==> config.mk <==
export PLATFORM = sky130hd
export DESIGN_NAME = fetch_unit
export DESIGN_NICKNAME = d
export VERILOG_FILES = /design/src/rtl/riscv_pkg.sv /design/src/rtl/fetch_fifo.sv /design/src/rtl/fetch_unit.sv
export SDC_FILE = /design/constraint.sdc
export NUM_CORES = 1
export LEC_CHECK = 0
export ABC_AREA = 1
export BUFFER_PORTS_ARGS = -buffer_cell sky130_fd_sc_hd__buf_2
export CAP_MARGIN = 20
export CORE_MARGIN = 1.5
export CORE_UTILIZATION = 51
export CTS_CLUSTER_SIZE = 20
export DETAILED_ROUTE_END_ITERATION = 16
export PLACE_DENSITY = 0.8
export SLEW_MARGIN = 20
export SYNTH_ARGS = -nofsm -noshare
export SYNTH_HDL_FRONTEND = slang
export SYNTH_SLANG_ARGS = --single-unit
==> constraint.sdc <==
create_clock -name clk -period 5.25 [get_ports clk]
set_input_delay 0.2625 -clock clk [delete_from_list [all_inputs] [get_ports clk]]
set_output_delay 0.2625 -clock clk [all_outputs]
set_load 0.01 [all_outputs]
==> src/rtl/riscv_pkg.sv <==
// Shared RISC-V front-end types: data width, canonical NOP and the fetch FSM encoding.
package riscv_pkg;

    localparam int          XLEN     = 32;
    localparam logic [31:0] INST_NOP = 32'h0000_0013;

    typedef enum logic [1:0] {
        FS_BOOT   = 2'd0,
        FS_RUN    = 2'd1,
        FS_HALTED = 2'd2
    } fetch_state_e;

endpackage

==> src/rtl/fetch_fifo.sv <==
// Synchronous instruction buffer holding {inst, pc} pairs; flush wins over push and pop.
module fetch_fifo
    import riscv_pkg::*;
#(
    parameter int  DEPTH = 2,
    localparam int CW    = $clog2(DEPTH) + 1
) (
    input  logic            clk,
    input  logic            reset,
    input  logic            push,
    input  logic [XLEN-1:0] push_inst,
    input  logic [XLEN-1:0] push_pc,
    input  logic            pop,
    input  logic            flush,
    output logic [XLEN-1:0] head_inst,
    output logic [XLEN-1:0] head_pc,
    output logic [CW-1:0]   count,
    output logic            empty
);

    localparam int AW = $clog2(DEPTH);

    logic [XLEN-1:0] inst_mem [DEPTH];
    logic [XLEN-1:0] pc_mem   [DEPTH];
    logic [AW-1:0]   wr_ptr;
    logic [AW-1:0]   rd_ptr;
    logic [CW-1:0]   count_q;
    logic            full;
    logic            do_push;
    logic            do_pop;

    assign empty   = (count_q == '0);
    assign full    = (count_q == CW'(DEPTH));
    assign do_pop  = pop && !empty;
    assign do_push = push && (!full || do_pop);

    always_ff @(posedge clk) begin
        if (reset || flush) begin
            wr_ptr  <= '0;
            rd_ptr  <= '0;
            count_q <= '0;
        end else begin
            if (do_push) wr_ptr <= wr_ptr + 1'b1;
            if (do_pop)  rd_ptr <= rd_ptr + 1'b1;
            count_q <= count_q + CW'(do_push) - CW'(do_pop);
        end
    end

    // Storage needs no reset; occupancy alone decides what is valid.
    always_ff @(posedge clk) begin
        if (do_push && !flush && !reset) begin
            inst_mem[wr_ptr] <= push_inst;
            pc_mem[wr_ptr]   <= push_pc;
        end
    end

    assign head_inst = inst_mem[rd_ptr];
    assign head_pc   = pc_mem[rd_ptr];
    assign count     = count_q;

endmodule

==> src/rtl/fetch_unit.sv <==
// Instruction fetch: PC, request issue, in-flight/drop tracking and the decode-side buffer.
// Optional FETCH_MISALIGN_CHECK_EN adds a sticky fetch_misalign trap on unaligned redirects.
//
//   state     | meaning
//   ----------+---------------------------------------------------------------
//   FS_BOOT   | first cycle after reset; no request, redirect deferred a cycle
//   FS_RUN    | issuing sequential requests while buffer/in-flight room exists
//   FS_HALTED | no new requests; in-flight responses still land in the buffer
module fetch_unit
    import riscv_pkg::*;
#(
    parameter logic [31:0] RESET_VECTOR = 32'h0000_0000,
    parameter int          FIFO_DEPTH   = 2
) (
    input  logic            clk,
    input  logic            reset,
    output logic            imem_req_valid,
    input  logic            imem_req_ready,
    output logic [XLEN-1:0] imem_req_addr,
    input  logic            imem_resp_valid,
    input  logic [XLEN-1:0] imem_resp_data,
    input  logic            redirect_valid,
    input  logic [XLEN-1:0] redirect_pc,
    input  logic            halt,
    output logic            inst_valid,
    input  logic            inst_ready,
    output logic [XLEN-1:0] inst,
    output logic [XLEN-1:0] inst_pc,
`ifdef FETCH_MISALIGN_CHECK_EN
    output logic            fetch_misalign,
`endif
    output logic            halted
);

    localparam int CW = $clog2(FIFO_DEPTH) + 1;
    localparam int AW = $clog2(FIFO_DEPTH);

    fetch_state_e    state_q, state_d;
    logic [XLEN-1:0] pc_q;
    logic [CW-1:0]   inflight_q;
    logic [CW-1:0]   drop_q;
    logic            boot_redir_q;
    logic [XLEN-1:0] boot_redir_pc_q;
    logic [XLEN-1:0] tag_mem [FIFO_DEPTH];
    logic [AW-1:0]   tag_wr_q;
    logic [AW-1:0]   tag_rd_q;
    logic            misalign_q;

    logic            redir_go;
    logic [XLEN-1:0] redir_target;
    logic            redir_bad;
    logic            resp_eff;
    logic            accept;
    logic            room;
    logic            push;
    logic            pop;
    logic [XLEN-1:0] head_inst;
    logic [XLEN-1:0] head_pc;
    logic [CW-1:0]   fifo_count;
    logic            fifo_empty;

    assign redir_go     = (state_q != FS_BOOT) && (redirect_valid || boot_redir_q);
    assign redir_target = redirect_valid ? redirect_pc : boot_redir_pc_q;
    assign resp_eff     = imem_resp_valid && (state_q != FS_BOOT);
    assign room         = ({1'b0, inflight_q} + {1'b0, fifo_count}) < (CW + 1)'(FIFO_DEPTH);
    assign accept       = imem_req_valid && imem_req_ready;
    assign push         = resp_eff && (drop_q == '0) && !redir_go;
    assign pop          = inst_valid && inst_ready && !redir_go;

`ifdef FETCH_MISALIGN_CHECK_EN
    assign redir_bad      = redir_go && (redir_target[1:0] != 2'b00);
    assign fetch_misalign = misalign_q;
`else
    assign redir_bad  = 1'b0;
    assign misalign_q = 1'b0;
`endif

    always_comb begin
        state_d        = state_q;
        imem_req_valid = 1'b0;
        case (state_q)
            FS_BOOT: state_d = FS_RUN;
            FS_RUN: begin
                imem_req_valid = !halt && !redir_go && room;
                if (halt && (inflight_q == '0)) state_d = FS_HALTED;
            end
            FS_HALTED: begin
                if (!halt && !misalign_q) state_d = FS_RUN;
            end
            default: state_d = FS_BOOT;
        endcase
        if (redir_bad) state_d = FS_HALTED;
    end

    always_ff @(posedge clk) begin
        if (reset) begin
            state_q         <= FS_BOOT;
            pc_q            <= RESET_VECTOR;
            inflight_q      <= '0;
            drop_q          <= '0;
            boot_redir_q    <= 1'b0;
            boot_redir_pc_q <= '0;
            tag_wr_q        <= '0;
            tag_rd_q        <= '0;
        end else begin
            state_q      <= state_d;
            boot_redir_q <= (state_q == FS_BOOT) && redirect_valid;
            if ((state_q == FS_BOOT) && redirect_valid) boot_redir_pc_q <= redirect_pc;
            inflight_q <= inflight_q + CW'(accept) - CW'(resp_eff);
            if (accept)   tag_wr_q <= tag_wr_q + 1'b1;
            if (resp_eff) tag_rd_q <= tag_rd_q + 1'b1;
            // Every request still out at a redirect is stale, except the one returning now.
            if (redir_go) begin
                pc_q   <= redir_target & ~32'h3;
                drop_q <= inflight_q - CW'(resp_eff);
            end else begin
                if (accept) pc_q <= pc_q + 32'd4;
                if (resp_eff && (drop_q != '0)) drop_q <= drop_q - 1'b1;
            end
        end
    end

`ifdef FETCH_MISALIGN_CHECK_EN
    always_ff @(posedge clk) begin
        if (reset)          misalign_q <= 1'b0;
        else if (redir_bad) misalign_q <= 1'b1;
    end
`endif

    // Tag queue runs in lock-step with memory order; dropped responses still retire a tag.
    always_ff @(posedge clk) begin
        if (accept && !reset) tag_mem[tag_wr_q] <= pc_q;
    end

    fetch_fifo #(
        .DEPTH (FIFO_DEPTH)
    ) u_fifo (
        .clk       (clk),
        .reset     (reset),
        .push      (push),
        .push_inst (imem_resp_data),
        .push_pc   (tag_mem[tag_rd_q]),
        .pop       (pop),
        .flush     (redir_go),
        .head_inst (head_inst),
        .head_pc   (head_pc),
        .count     (fifo_count),
        .empty     (fifo_empty)
    );

    assign imem_req_addr = pc_q;
    assign inst_valid    = !fifo_empty;
    assign inst          = fifo_empty ? INST_NOP : head_inst;
    assign inst_pc       = fifo_empty ? '0 : head_pc;
    assign halted        = (state_q == FS_HALTED);

    always_ff @(posedge clk) begin
        if (!reset) begin
            assert (inflight_q <= CW'(FIFO_DEPTH) && drop_q <= CW'(FIFO_DEPTH) && drop_q <= inflight_q)
                else $error("fetch counters out of range");
        end
    end

endmodule

* Yosys cells after proc, flatten, opt, wreduce, memory -nomap -nowiden
Memory sizes are Yosys's and may differ from the RTL's. A register that Yosys moved wholly into a read port is not among the register bits. Index checks and enable logic that the tools add are counted.
Word-level totals: input port bits 71, register bits 77, logic and storage cells 89, memory bits (writable) 192, output and inout bits 99, memories 3
Cells by class: $lt $le $gt $ge 1, eq/ne operators 5, add/subtract/negate cells 12, multiplexer cells 21, reduce and logical (&&, ||, !) cells 35
Memories:
- tag_mem | words 2, width 32, rd ports 1, clocked after Yosys merged registers in 1, write ports 1, RTL line fetch_unit.sv:44 | logic [XLEN-1:0] tag_mem [FIFO_DEPTH];
- u_fifo.inst_mem | words 2, width 32, rd ports 1, clocked after Yosys merged registers in 1, write ports 1, RTL line fetch_fifo.sv:23 | logic [XLEN-1:0] inst_mem [DEPTH];
- u_fifo.pc_mem | words 2, width 32, rd ports 1, clocked after Yosys merged registers in 1, write ports 1, RTL line fetch_fifo.sv:24 | logic [XLEN-1:0] pc_mem [DEPTH];
Operator list (count):
- 32-bit two-way mux | 5
- 32-bit by 3-bit adder with 32-bit output (second input constant) | 1
- 1-bit logical AND | 17
- 1-bit two-way mux | 11
- 2-bit logical NOT | 4
- 2-bit two-way mux | 4
- 2-bit nonzero test | 4
- 2-bit case mux with 3 select lines | 1
- 2-bit by 1-bit subtractor with 2-bit output | 3
- 1-bit logical NOT | 5
- 1-bit adder (second input constant) | 4
- 2-bit by 1-bit adder with 2-bit output | 2
- 2-bit equality test (second input constant) | 2
- 2-bit != test (second input constant) | 2
- 2-bit by 2-bit adder with 3-bit output | 1
- 1-bit logical OR | 3
- 3-bit by 2-bit less-than comparator with 1-bit output (second input constant) | 1
- 2-bit by 1-bit equality test with 1-bit output (second input constant) | 1
- 2-bit AND reduction | 1
- 2-bit OR reduction | 1
- 2-bit by 1-bit subtractor with 2-bit output (second input constant) | 1

* Longest topological paths before layout
depth after elaboration 11, mapped depth 15, depth with buffers taken out 15

* Modules after synthesis
Synthesis repeated with hierarchy kept, for this count alone.
Second synthesis, totals: cell total of the unflattened synthesis 1090, area total of the unflattened synthesis 11950.2 um^2
By module, submodules not included:
- fetch_unit | times used 1, area an instance 6759.0 um^2, cells an instance 847
- fetch_fifo | times used 1, area an instance 5191.2 um^2, cells an instance 243

* Least setup slack after synthesis
Ideal clock, no wire load.
path kind flip-flop to flip-flop, from register state_q[1], to memory u_fifo.inst_mem[1][0] (enable), arrival 5.121 ns, setup slack -0.429 ns, cell stages (with the launch flop) 6, path buffers 0, setup time 0.558 ns, required time 4.692 ns, clock period less this slack 5.679 ns, path through dfxtp_1 -> nor2_2 -> nor2_8 -> nor3_1 -> nand2_1 -> nor3_1
Between the ends: longest elaborated chain between the ends 11, elaborated cells between the ends (all ways) 14, those cells by class mux: 2; reduce/logical: 12
Ends and longest elaborated chain:
- from (decl) | RTL line fetch_unit.sv:38 | fetch_state_e state_q, state_d;
- from (signal assigned) | RTL line fetch_unit.sv:106 | state_q <= state_d;
- 2-bit nonzero test * | RTL line fetch_unit.sv:62, fetch_unit.sv:64
- 1-bit logical AND | RTL line fetch_unit.sv:62 | assign redir_go = (state_q != FS_BOOT) && (redirect_valid || boot_redir_q);
- 1-bit logical NOT | RTL line fetch_fifo.sv:51, fetch_unit.sv:67, fetch_unit.sv:68
- 1-bit logical AND | RTL line fetch_unit.sv:68 | assign pop = inst_valid && inst_ready && !redir_go;
- 1-bit logical AND | RTL line fetch_fifo.sv:34 | assign do_pop = pop && !empty;
- 1-bit logical OR | RTL line fetch_fifo.sv:35 | assign do_push = push && (!full || do_pop);
- 1-bit logical AND | RTL line fetch_fifo.sv:35
- 1-bit logical AND * (2 in series) | RTL line fetch_fifo.sv:51 | if (do_push && !flush && !reset) begin
- 1-bit two-way mux * | RTL line fetch_fifo.sv:51
- 1-bit two-way mux (implied by the code) * | RTL line fetch_fifo.sv:52 | inst_mem[wr_ptr] <= push_inst;
- to (decl) | RTL line fetch_fifo.sv:23
Every way passes the cells marked *; elsewhere a longest branch is shown, timed or not.

* Worst setup path after layout
from register state_q[1], to memory u_fifo.pc_mem[0][25] (enable)
Between the ends: longest elaborated chain between the ends 11, elaborated cells between the ends (all ways) 14, those cells by class mux: 2; reduce/logical: 12
Ends and longest elaborated chain:
- 2-bit nonzero test * | RTL line fetch_unit.sv:62, fetch_unit.sv:64
- 1-bit logical AND | RTL line fetch_unit.sv:62
- 1-bit logical NOT | RTL line fetch_unit.sv:67, fetch_unit.sv:68
- 1-bit logical AND | RTL line fetch_unit.sv:68
- 1-bit logical AND | RTL line fetch_fifo.sv:34
- 1-bit logical OR | RTL line fetch_fifo.sv:35
- 1-bit logical AND * | RTL line fetch_fifo.sv:35
- named net u_fifo.do_push | RTL line fetch_fifo.sv:29 | logic do_push;
- 1-bit logical AND * (2 in series) | RTL line fetch_fifo.sv:51
- 1-bit two-way mux * | RTL line fetch_fifo.sv:51
- 1-bit two-way mux (implied by the code) * | RTL line fetch_fifo.sv:53 | pc_mem[wr_ptr] <= push_pc;
- to (decl) | RTL line fetch_fifo.sv:24
The timed path passes the listed nets; every way through them passes the cells marked *.

==> impl_metrics.env <==
export IMPL_nets=1361
export IMPL_crit_path_start_kind="register"
export IMPL_cts_tree="built"
export IMPL_worst_endpoint_arrival_ns=3.27
export IMPL_grt_max_degree=64
export IMPL_crit_slowest_cell="buf_4"
export IMPL_fp_dieH_um=151
export IMPL_grt_pass1_wl_um=40900
export IMPL_cts_setup_buffers=0
export IMPL_rr_endpoint="u_fifo.pc_mem[0][25]"
export IMPL_die_x_um=151
export IMPL_cts_reportedPaths_clkPinSlew_ns=0.06
export IMPL_drtPass1Iterations=5
export IMPL_status="complete, no violations"
export IMPL_layout_area_overhead_vs_synth_pct=21.3
export IMPL_min_delay_worst_endpoint="boot_redir_pc_q[25]"
export IMPL_dp_hpwl_um=16000
export IMPL_coreArea_sq_mm=0.0212
export IMPL_ys_ff_latch=259
export IMPL_skew_ns=0.00941
export IMPL_async_flop_share=0
export IMPL_critPathCaptureType="register"
export IMPL_cts_buffers=26
export IMPL_via_count=8481
export IMPL_worstHoldPathCells=3
export IMPL_drt_iter0_drc=621
export IMPL_ios=170
export IMPL_hold_viol=0
export IMPL_clkLatencyLatePin_ns=0.53
export IMPL_synthFlopType="edfxtp_1"
export IMPL_synth_edff_count=184
export IMPL_fin_crit_sh=0.593
export IMPL_yosysWarnings=0
export IMPL_yosysSeqAreaShare=0.631
export IMPL_cp_top_family="simple AND/OR/NAND/NOR gates"
export IMPL_maxCapViolCount=0
export IMPL_yosysMostFrequentCell="nand2_1"
export IMPL_std_cell_rows=53
export IMPL_clockBufferDepth=3
export IMPL_drive_gt1_frac=0.214
export IMPL_vias_per_cell=5.38
export IMPL_postSynthCellCount=1077
export IMPL_setup_viol=0
export IMPL_overflow=0
export IMPL_p_leak_nw=5.39
export IMPL_synthTopCellsByArea="edfxtp_1, dfxtp_1, nand2_1"
export IMPL_max_stage_delay_ns=0.59
export IMPL_hold_start="redirect_pc[25]"
export IMPL_tightest_slew_ns=1.06
export IMPL_antenna_found_initial=0
export IMPL_htreeDepth=1
export IMPL_yosysTopAreaCellShare=0.497
export IMPL_reg2reg_slack_ns=2.14
export IMPL_maxSlewViolCount=0
export IMPL_grtUsageTotal=0.228
export IMPL_ff2ff_path_depth=10
export IMPL_rsz0062_at_grt="no"
export IMPL_fin_setup_tns_ns=0
export IMPL_path_buf_inv=3
export IMPL_routabilityCongestion=0.823
export IMPL_clockRootBuffer="clkbuf_16"
export IMPL_power_density_mw_per_mm2=362
export IMPL_ant_nets=0
export IMPL_antenna_cells=0
export IMPL_fin_crit_ns=3.11
export IMPL_clock_sinks=259
export IMPL_cpMostUsedCell="nand2_1"
export IMPL_slew_headroom=0.291
export IMPL_path_cells="nor2_2 > nor2_8 > inv_6 > nand2_4 > nand3_1 > nand2_1 > inv_1 > nand2_1 > nor2_4 > buf_4"
export IMPL_io_buffers=163
export IMPL_initial_core_util=0.524
export IMPL_path_class="register to register"
export IMPL_wl_per_cell_um=16.9
export IMPL_vdd_ir_drop_max_uv=271
export IMPL_synth_commonest_cells="nand2_1, edfxtp_1, a21oi_1, dfxtp_1, nor2_1"
export IMPL_wirelength_um=26600
export IMPL_synth_cell_types=46
export IMPL_worstHoldPathType="input port to register"
export IMPL_critPathMaxFanout=44
export IMPL_synth_largest_area_cell="edfxtp_1"
export IMPL_drc=0
export IMPL_die_area_sq_mm=0.0227
export IMPL_utilization=0.636
export IMPL_max_freq_mhz=321
export IMPL_fillers=1624
export IMPL_synth_avg_cell_area_sq_um=10.3
export IMPL_r2r_start="state_q[1]"
export IMPL_grt_pass1_vias=8085
export IMPL_critPathRequiredTime_ns=5.41
export IMPL_netlist_area_sq_mm=0.0111
state kept, by name (all words and copies together) (netlist names), named ones only:
signal,flops
imem_req_addr,30
boot_redir_q,1
tag_rd_q,1
u_fifo.count,2
tag_wr_q,1
state_q,2
u_fifo.inst_mem,64
inflight_q,2
drop_q,2
tag_mem,60
boot_redir_pc_q,30
u_fifo.pc_mem,60
u_fifo.wr_ptr,1
u_fifo.rd_ptr,1
cell type report:
type | instances | area (sq um) | share of cell area
Tap cell | 275 | 344 | 0.0255
Inverter | 65 | 251 | 0.0186
Clock buffer | 32 | 683 | 0.0506
Multi-Input combinational cell | 701 | 3610 | 0.267
Sequential cell | 259 | 7030 | 0.520
Timing Repair Buffer | 229 | 1470 | 0.109
Clock inverter | 16 | 116 | 0.00862
worst max-delay path by stage:
stage	startpoint	endpoint	slack, ns	cells past startpoint
final	state_q[1]	u_fifo.pc_mem[0][25]	2.14	10
after global routing	state_q[1]	u_fifo.inst_mem[0][15]	1.93	10
after CTS	state_q[1]	u_fifo.pc_mem[0][26]	2.11	10
after detailed placement	redirect_valid	u_fifo.inst_mem[0][14]	1.80	11
after global placement	redirect_valid	u_fifo.inst_mem[0][19]	1.86	11
after floorplan	state_q[1]	u_fifo.inst_mem[0][0]	1.12	7
cells by family (layout without fill, tap and decap cells):
kind of cell,count (synthesis),count (layout),share of synthesized area
simple gates,428,428,0.162
flops,259,259,0.631
compound gates,212,212,0.102
buf+inv,120,342,0.0481
mux,35,35,0.0349
xor+xnor,14,14,0.0110
fa+ha+maj,8,8,0.00967
other cells,1,4,0.000337
cell usage in the layout (no fill, tap or decap), drive strengths merged:
master / n
nand2: 292
edfxtp: 184
buf: 172
a21oi: 143
nor2: 85
dfxtp: 75
inv: 65
dlygate4sd3: 57
o21ai: 51
nand3: 37
clkbuf: 32
mux2: 30
clkinv: 13
xor2: 10
ha: 7
nand3b: 6
o211ai: 6
mux2i: 5
a21o: 4
xnor2: 4
conb: 4
a31oi: 3
nor3: 3
or2: 3
o31ai: 2
clkinvlp: 2
a211oi: 2
nor3b: 1
and2: 1
o21bai: 1
fa: 1
bufinv: 1
timing repair:
action / in CTS / in global routing
hold buffers: 57 / 0
gates resized for setup: 0 / 0
endpoints found under the hold margin: 89 / 0
power breakdown:
| part | switching, mW | total [mW] | internal [mW] |
|---|---|---|---|
| logic | 0.468 | 0.738 | 0.271 |
| clock network | 0.763 | 1.74 | 0.975 |
| registers | 0.102 | 2.41 | 2.31 |
worst reg2reg max path, delay by kind of cell (launching register included):
kind / cells / cell delay, ns
buf+inv: 3 / 1.04
flops: 1 / 0.34
simple gates: 7 / 1.34
through the flow:
step | hold WS, ns | power, mW | cells | setup WS, ns | instance area (sq um)
floorplan | 0.361 | 2.89 | 1080 | 1.12 | 11100
global placement | 0.436 | 3.11 | 1471 | 1.86 | 12100
detailed placement | 0.452 | 3.14 | 1471 | 1.80 | 12100
CTS | 0.0000740 | 4.88 | 1576 | 2.11 | 13500
global route | 0.0155 | 5.06 | 1577 | 1.93 | 13500
finish | 0.00885 | 4.88 | 1577 | 2.14 | 13500
per-layer routing:
metal / wire length, um / vias up / track usage / part of all wire
met5: 0 / - / 0 / 0
met4: 662 / 0 / 0.0621 / 0.025
met3: 2120 / 49 / 0.0382 / 0.079
met2: 12700 / 367 / 0.386 / 0.48
met1: 11200 / 3998 / 0.305 / 0.42
li1: - / 4067 / - / -
No activity file was read; power rests on OpenSTA's default activity.
